===== src/rtl/alu8_pkg.sv =====
// Shared opcode, state and helper definitions
// for the two-requester alu8 sequencer.
package alu8_pkg;

  localparam logic [3:0] OP_AND = 4'b0001;
  localparam logic [3:0] OP_OR  = 4'b0010;
  localparam logic [3:0] OP_XOR = 4'b0011;
  localparam logic [3:0] OP_ADD = 4'b0101;
  localparam logic [3:0] OP_SUB = 4'b0110;
  localparam logic [3:0] OP_NOT = 4'b0111;
  localparam logic [3:0] OP_LSL = 4'b1000;
  localparam logic [3:0] OP_LSR = 4'b1001;
  localparam logic [3:0] OP_ASL = 4'b1010;

  typedef enum logic [1:0] {
    ST_IDLE,
    ST_ISSUE,
    ST_WAIT,
    ST_RESP
  } state_t;

  function automatic logic is_legal_op(
    input logic [3:0] op
  );
    logic ok;
    ok = 1'b0;
    unique case (op)
      OP_AND, OP_OR, OP_XOR,
      OP_ADD, OP_SUB, OP_NOT,
      OP_LSL, OP_LSR, OP_ASL: ok = 1'b1;
      default:                ok = 1'b0;
    endcase
    return ok;
  endfunction

endpackage


===== src/rtl/rr_arbiter2.sv =====
// Two-way round-robin grant; the pointer
// moves past the winner on each accept.
module rr_arbiter2 (
  input  logic       clk,
  input  logic       reset,
  input  logic [1:0] valid,
  input  logic       accept,
  output logic [1:0] grant,
  output logic       grant_id
);

  logic ptr;

  always_comb begin
    grant_id = ptr;
    if (!valid[ptr])
      grant_id = ~ptr;
    grant = 2'b00;
    if (valid[grant_id])
      grant[grant_id] = 1'b1;
  end

  always_ff @(posedge clk or negedge reset) begin
    if (!reset)
      ptr <= 1'b0;
    else if (accept)
      ptr <= ~grant_id;
  end

endmodule


===== src/rtl/alu8_arbiter.sv =====
// Shares one alu8 between two issuers: grant,
// issue, wait fixed latency, return tagged result.
module alu8_arbiter
  import alu8_pkg::*;
#(
  parameter int ALU_LATENCY = 1,
  parameter int DATA_W      = 8
) (
  input  logic              clk,
  input  logic              reset,
  input  logic [1:0]        req_valid,
  output logic [1:0]        req_ready,
  input  logic [7:0]        req_op_code,
  input  logic [2*DATA_W-1:0] req_operand_1,
  input  logic [2*DATA_W-1:0] req_operand_2,
  input  logic [5:0]        req_shift_rotate,
  output logic [3:0]        alu_op_code,
  output logic [DATA_W-1:0] alu_operand_1,
  output logic [DATA_W-1:0] alu_operand_2,
  output logic [2:0]        alu_shift_rotate,
  input  logic [DATA_W-1:0] alu_result,
  input  logic              alu_carry,
  output logic              rsp_valid,
  input  logic              rsp_ready,
  output logic              rsp_id,
  output logic [DATA_W-1:0] rsp_result,
  output logic              rsp_carry,
  output logic              rsp_error,
  output logic              busy
);

  localparam logic [2:0] LAT_M1 =
    3'(ALU_LATENCY - 1);

  state_t state;
  state_t state_nx;

  logic [2:0]        cnt;
  logic [1:0]        grant;
  logic              gid;
  logic              accept;
  logic              legal;
  logic [3:0]        sel_op;
  logic [DATA_W-1:0] sel_a;
  logic [DATA_W-1:0] sel_b;
  logic [2:0]        sel_sh;

  rr_arbiter2 u_rr (
    .clk      (clk),
    .reset    (reset),
    .valid    (req_valid),
    .accept   (accept),
    .grant    (grant),
    .grant_id (gid)
  );

  always_comb begin
    sel_op = gid ? req_op_code[7:4]
                 : req_op_code[3:0];
    sel_a  = gid ? req_operand_1[2*DATA_W-1:DATA_W]
                 : req_operand_1[DATA_W-1:0];
    sel_b  = gid ? req_operand_2[2*DATA_W-1:DATA_W]
                 : req_operand_2[DATA_W-1:0];
    sel_sh = gid ? req_shift_rotate[5:3]
                 : req_shift_rotate[2:0];
  end

  assign legal = is_legal_op(sel_op);

  // Ready is combinational; keep it low while reset is held.
  assign req_ready =
    (state == ST_IDLE && reset) ? grant : 2'b00;

  assign rsp_valid = (state == ST_RESP);
  assign busy      = (state != ST_IDLE);

  always_comb begin
    state_nx = state;
    accept   = 1'b0;
    unique case (state)
      ST_IDLE: begin
        if (|grant) begin
          accept   = 1'b1;
          state_nx = legal ? ST_ISSUE : ST_RESP;
        end
      end
      ST_ISSUE: state_nx = ST_WAIT;
      ST_WAIT: begin
        if (cnt == 3'd0)
          state_nx = ST_RESP;
      end
      ST_RESP: begin
        if (rsp_ready)
          state_nx = ST_IDLE;
      end
      default: state_nx = ST_IDLE;
    endcase
  end

  always_ff @(posedge clk or negedge reset) begin
    if (!reset) begin
      state            <= ST_IDLE;
      cnt              <= 3'd0;
      alu_op_code      <= '0;
      alu_operand_1    <= '0;
      alu_operand_2    <= '0;
      alu_shift_rotate <= '0;
      rsp_id           <= 1'b0;
      rsp_result       <= '0;
      rsp_carry        <= 1'b0;
      rsp_error        <= 1'b0;
    end else begin
      state <= state_nx;
      unique case (state)
        ST_IDLE: begin
          if (accept) begin
            rsp_id <= gid;
            if (legal) begin
              alu_op_code      <= sel_op;
              alu_operand_1    <= sel_a;
              alu_operand_2    <= sel_b;
              alu_shift_rotate <= sel_sh;
            end else begin
              rsp_error  <= 1'b1;
              rsp_result <= '0;
              rsp_carry  <= 1'b0;
            end
          end
        end
        ST_ISSUE: cnt <= LAT_M1;
        ST_WAIT: begin
          if (cnt == 3'd0) begin
            rsp_result <= alu_result;
            rsp_carry  <= alu_carry;
            rsp_error  <= 1'b0;
          end else begin
            cnt <= cnt - 3'd1;
          end
        end
        default: ;
      endcase
    end
  end

endmodule


===== config.mk =====
export PLATFORM = sky130hd
export DESIGN_NAME = alu8_arbiter
export DESIGN_NICKNAME = d
export VERILOG_FILES = /design/src/rtl/alu8_pkg.sv /design/src/rtl/rr_arbiter2.sv /design/src/rtl/alu8_arbiter.sv
export SDC_FILE = /design/constraint.sdc
export NUM_CORES = 1
export LEC_CHECK = 0
export BUFFER_PORTS_ARGS = -buffer_cell sky130_fd_sc_hd__buf_2
export CORE_MARGIN = 2
export CORE_UTILIZATION = 36
export DETAILED_ROUTE_END_ITERATION = 6
export PLACE_DENSITY_LB_ADDON = 0.08
export SLEW_MARGIN = 10
export SYNTH_ARGS = -nofsm -noshare
export SYNTH_HDL_FRONTEND = slang
export SYNTH_SLANG_ARGS = --single-unit

===== constraint.sdc =====
create_clock -name clk -period 1.75 [get_ports clk]
set_input_delay 0.175 -clock clk [delete_from_list [all_inputs] [get_ports clk]]
set_output_delay 0.175 -clock clk [all_outputs]
set_load 0.02 [all_outputs]

==> out/summary.txt <==
Run status - complete, but fails checks
Failing checks - negative setup slack
CTS Sinks - 40
Synthesized cell area - 2160 sq um
Unique cell type count in the Yosys netlist - 32
Iter 0 DRT Violations - 33
Pint - 3180 uW
WHS Endpoint - rsp_result[5]$_DFFE_PN0P_
Setup crit end kind - flip-flop
Syn_nets - 241
Slew HR - 66.0%
Critical path required time - 1.93 ns
Post-DRT Antenna Nets - 0
Hold Crit Depth - 2
Non-filler cells, final - 369
RR Startpoint - u_rr.ptr$_DFFE_PN0P_
Gate power share - 54.8%
Number of synthesized flops with an enable pin - 0
R2R Setup Slk - -0.1 ns
DRC Markers - 0
PortBufs - 97
Clock power frac - 15.3%
First-pass GRT wire length - 7.82 mm
Fraction of layout cells with a size suffix above 1 - 57.8%
Placed Cells incl. Taps - 360
Drt pass-1 iters - 4
Crit-path max FO - 23
Synth-to-layout area growth - 41.7%
Largest net degree at the start of global routing - 40
Worst setup SP type - flip-flop
Yosys top cell area share - 46.3%
Seq/Total Area, Yosys - 46.3%
RD Place Congestion - 0.837
Synth async-reset ratio - 100%
Number of global-route vias before repair - 1712
Worst VDD drop - 0.717 mV
Fin Clk Skew - 0.00334 ns
Pins over their slew limit - 0
Adder-cell share of the synthesized area - 3.48%
Actual slew at the worst max-slew pin - 0.509 ns
H-tree depth - 2
Worst Path Class, Setup - reg2reg
Nets - 359
Clk Latency, worst-skew pair - 0.29 ns
Syn Area/Cell - 12.3 sq um
Hold path start - alu_result[5]
Reg power frac - 29.9%
Worst Hold Class - in2reg
Chip height - 81.5 um
Number of post-CTS setup repair buffers - 0
Yosys warnings - 0
Synth cell count leaders - dfrtp_1 (40), mux2_2 (33), mux2_1 (14)
Diode count - 0
Starting Density - 36.9%
Routed vias/inst - 5.04
Post-Synthesis Cells - 175
Final setup vio count - 31
Total power - 5290 uW
# IOs - 98
Leak pwr - 0.00147 uW
Tcrit/Tclk final - 106%
Mux contribution to synthesized area - 24.5%
Sw frac - 39.9%
CTS tree - done
Remaining global-route overflow - 0
Hold Vio Cnt, Final - 0
Synth Area in XOR/XNOR - 0.406%
Detailed Route WL - 5.03 mm
Cts bufs inserted - 5
Switching pwr - 2110 uW
DIE AREA - 6630 sq um
Routed WL per cell - 13.6 um
Synth Area in Compound Gates - 16.1%
Placeable Area - 5850 sq um
Fin crit period - 1.85 ns
Num rows - 28
Post-synthesis simple-gate area fraction - 5.68%
Clock transition at path regs - 0.08 ns
Vias post-DR - 1858
Synthesis-stage register bit count - 40
Initial antenna violation count - 0
FF-to-FF End - alu_operand_1[7]$_DFFE_PN0P_
Most common cell in the netlist - dfrtp_1
Die width - 81.5 um
Dominant synthesized flop cell - dfrtp_1
CTS root buf - clkbuf_8
Crit path DAT - 2.03 ns
CP Launch Point - u_rr.ptr$_DFFE_PN0P_
Smallest setup slack after layout - -0.0984 ns
PD cells - 1730 nW/um^2
Max Cap Violations - 0
RSZ-0062 raised after global routing - yes
Max Freq - 541 MHz
Main combinational cell family by area after synthesis - multiplexers
Yosys top cell by area - dfrtp_1
CTS Buffer Depth - 2
Main area contributors after synthesis - dfrtp_1 (46%), mux2_2 (17%), mux2_1 (7.3%), a32o_1 (4.6%), a211o_1 (4.1%)
All-Layer GR Usage - 15.3%
DP Wirelength - 3.71 mm
Worst Reg-to-Reg Cells - 5
[state kept, by name, indices dropped and copies added, names as in the netlist]
name,count
cnt,3
rsp_id,1
alu_operand_2,8
rsp_error,1
alu_shift_rotate,3
state,2
u_rr.ptr,1
rsp_carry,1
alu_operand_1,8
alu_op_code,4
rsp_result,8
[cells by family (layout without fill, tap and decap cells)]
kind of cell / Yosys count / count (layout)
AO/OA/AOI/OAI: 41 / 41
XOR/XNOR: 1 / 1
adder cells (fa/ha/maj): 6 / 6
buffers and inverters: 16 / 135
flip-flops: 40 / 40
multiplexers: 47 / 47
AND/OR/NAND/NOR: 24 / 24
[cell usage in the layout, fill, tap and decap left out, types with 2 or more instances in the layout]
| cell | instances |
|---|---|
| nand2b_1 | 3 |
| nor2_1 | 5 |
| buf_4 | 21 |
| a32o_1 | 10 |
| inv_1 | 4 |
| ha_1 | 5 |
| inv_2 | 2 |
| nand2_1 | 7 |
| mux2_1 | 13 |
| a21oi_1 | 5 |
| nand3_1 | 2 |
| mux2_2 | 33 |
| clkbuf_8 | 6 |
| and4_1 | 2 |
| a211o_1 | 10 |
| o21ai_0 | 4 |
| dfrtp_1 | 40 |
| buf_12 | 2 |
| buf_2 | 97 |
[stage by stage]
step                hold WS, ns  area [sq um]  utilization (%)  setup TNS (ns)  setup slack, ns
floorplan                -0.121          2170                -           -3.13           -0.163
global placement        -0.0259          2890             49.4           -2.53          -0.0852
detailed placement      -0.0290          2890             49.4           -3.03           -0.109
CTS                       0.122          3040             52.0           -2.48           -0.120
global route              0.127          3060             52.3           -4.24           -0.166
finish                    0.126          3060             52.3           -2.05          -0.0984
[worst max-delay path, cell delays in order (launching register included)]
cell      delay, ns
dfrtp_1        0.41
nand2b_4       0.15
a221o_1        0.36
a211oi_4       0.25
buf_12         0.21
mux2_2         0.35
[power groups by stage]
stage | sequential (uW) | clock, uW | combinational, uW
after global routing | 1640 | 859 | 3150
after floorplan | 2070 | 0 | 1350
final | 1580 | 810 | 2900
after global placement | 1600 | 0 | 2810
after CTS | 1580 | 828 | 2890
after detailed placement | 1600 | 0 | 2840
[per-layer routing]
metal | wire length [um] | track usage (%)
met1 | 2330 | 20.8
met2 | 2280 | 24.2
met3 | 375 | 3.41
met4 | 56 | 5.08
met5 | 0 | 0
[how the worst max path moves through the flow]
stage                                    to  slack (ns)  depth (start not counted)
6_report       alu_operand_1[7]$_DFFE_PN0P_        -0.1                          5
5_1_grt        alu_operand_1[4]$_DFFE_PN0P_       -0.17                          5
4_1_cts          alu_op_code[3]$_DFFE_PN0P_       -0.12                          5
3_5_place_dp     alu_op_code[3]$_DFFE_PN0P_       -0.11                          5
3_3_place_gp   alu_operand_2[3]$_DFFE_PN0P_       -0.09                          5
2_1_floorplan  alu_operand_1[7]$_DFFE_PN0P_       -0.16                          5
[area by class of cell]
class,instances,area [sq um]
fill,550,2790
multi-input combinational,119,1130
sequential,40,1000
timing repair buffer,121,693
tap,75,93.8
clock buffer,6,82.6
clock inverter,2,38.8
inverter,6,22.5
[timing repair]
action,in CTS,in global routing
hold buffers,1,0
setup endpoints to repair,34,35
resized for setup,3,5
endpoints found under the hold margin,1,0
(Power assumes the default switching activity.)
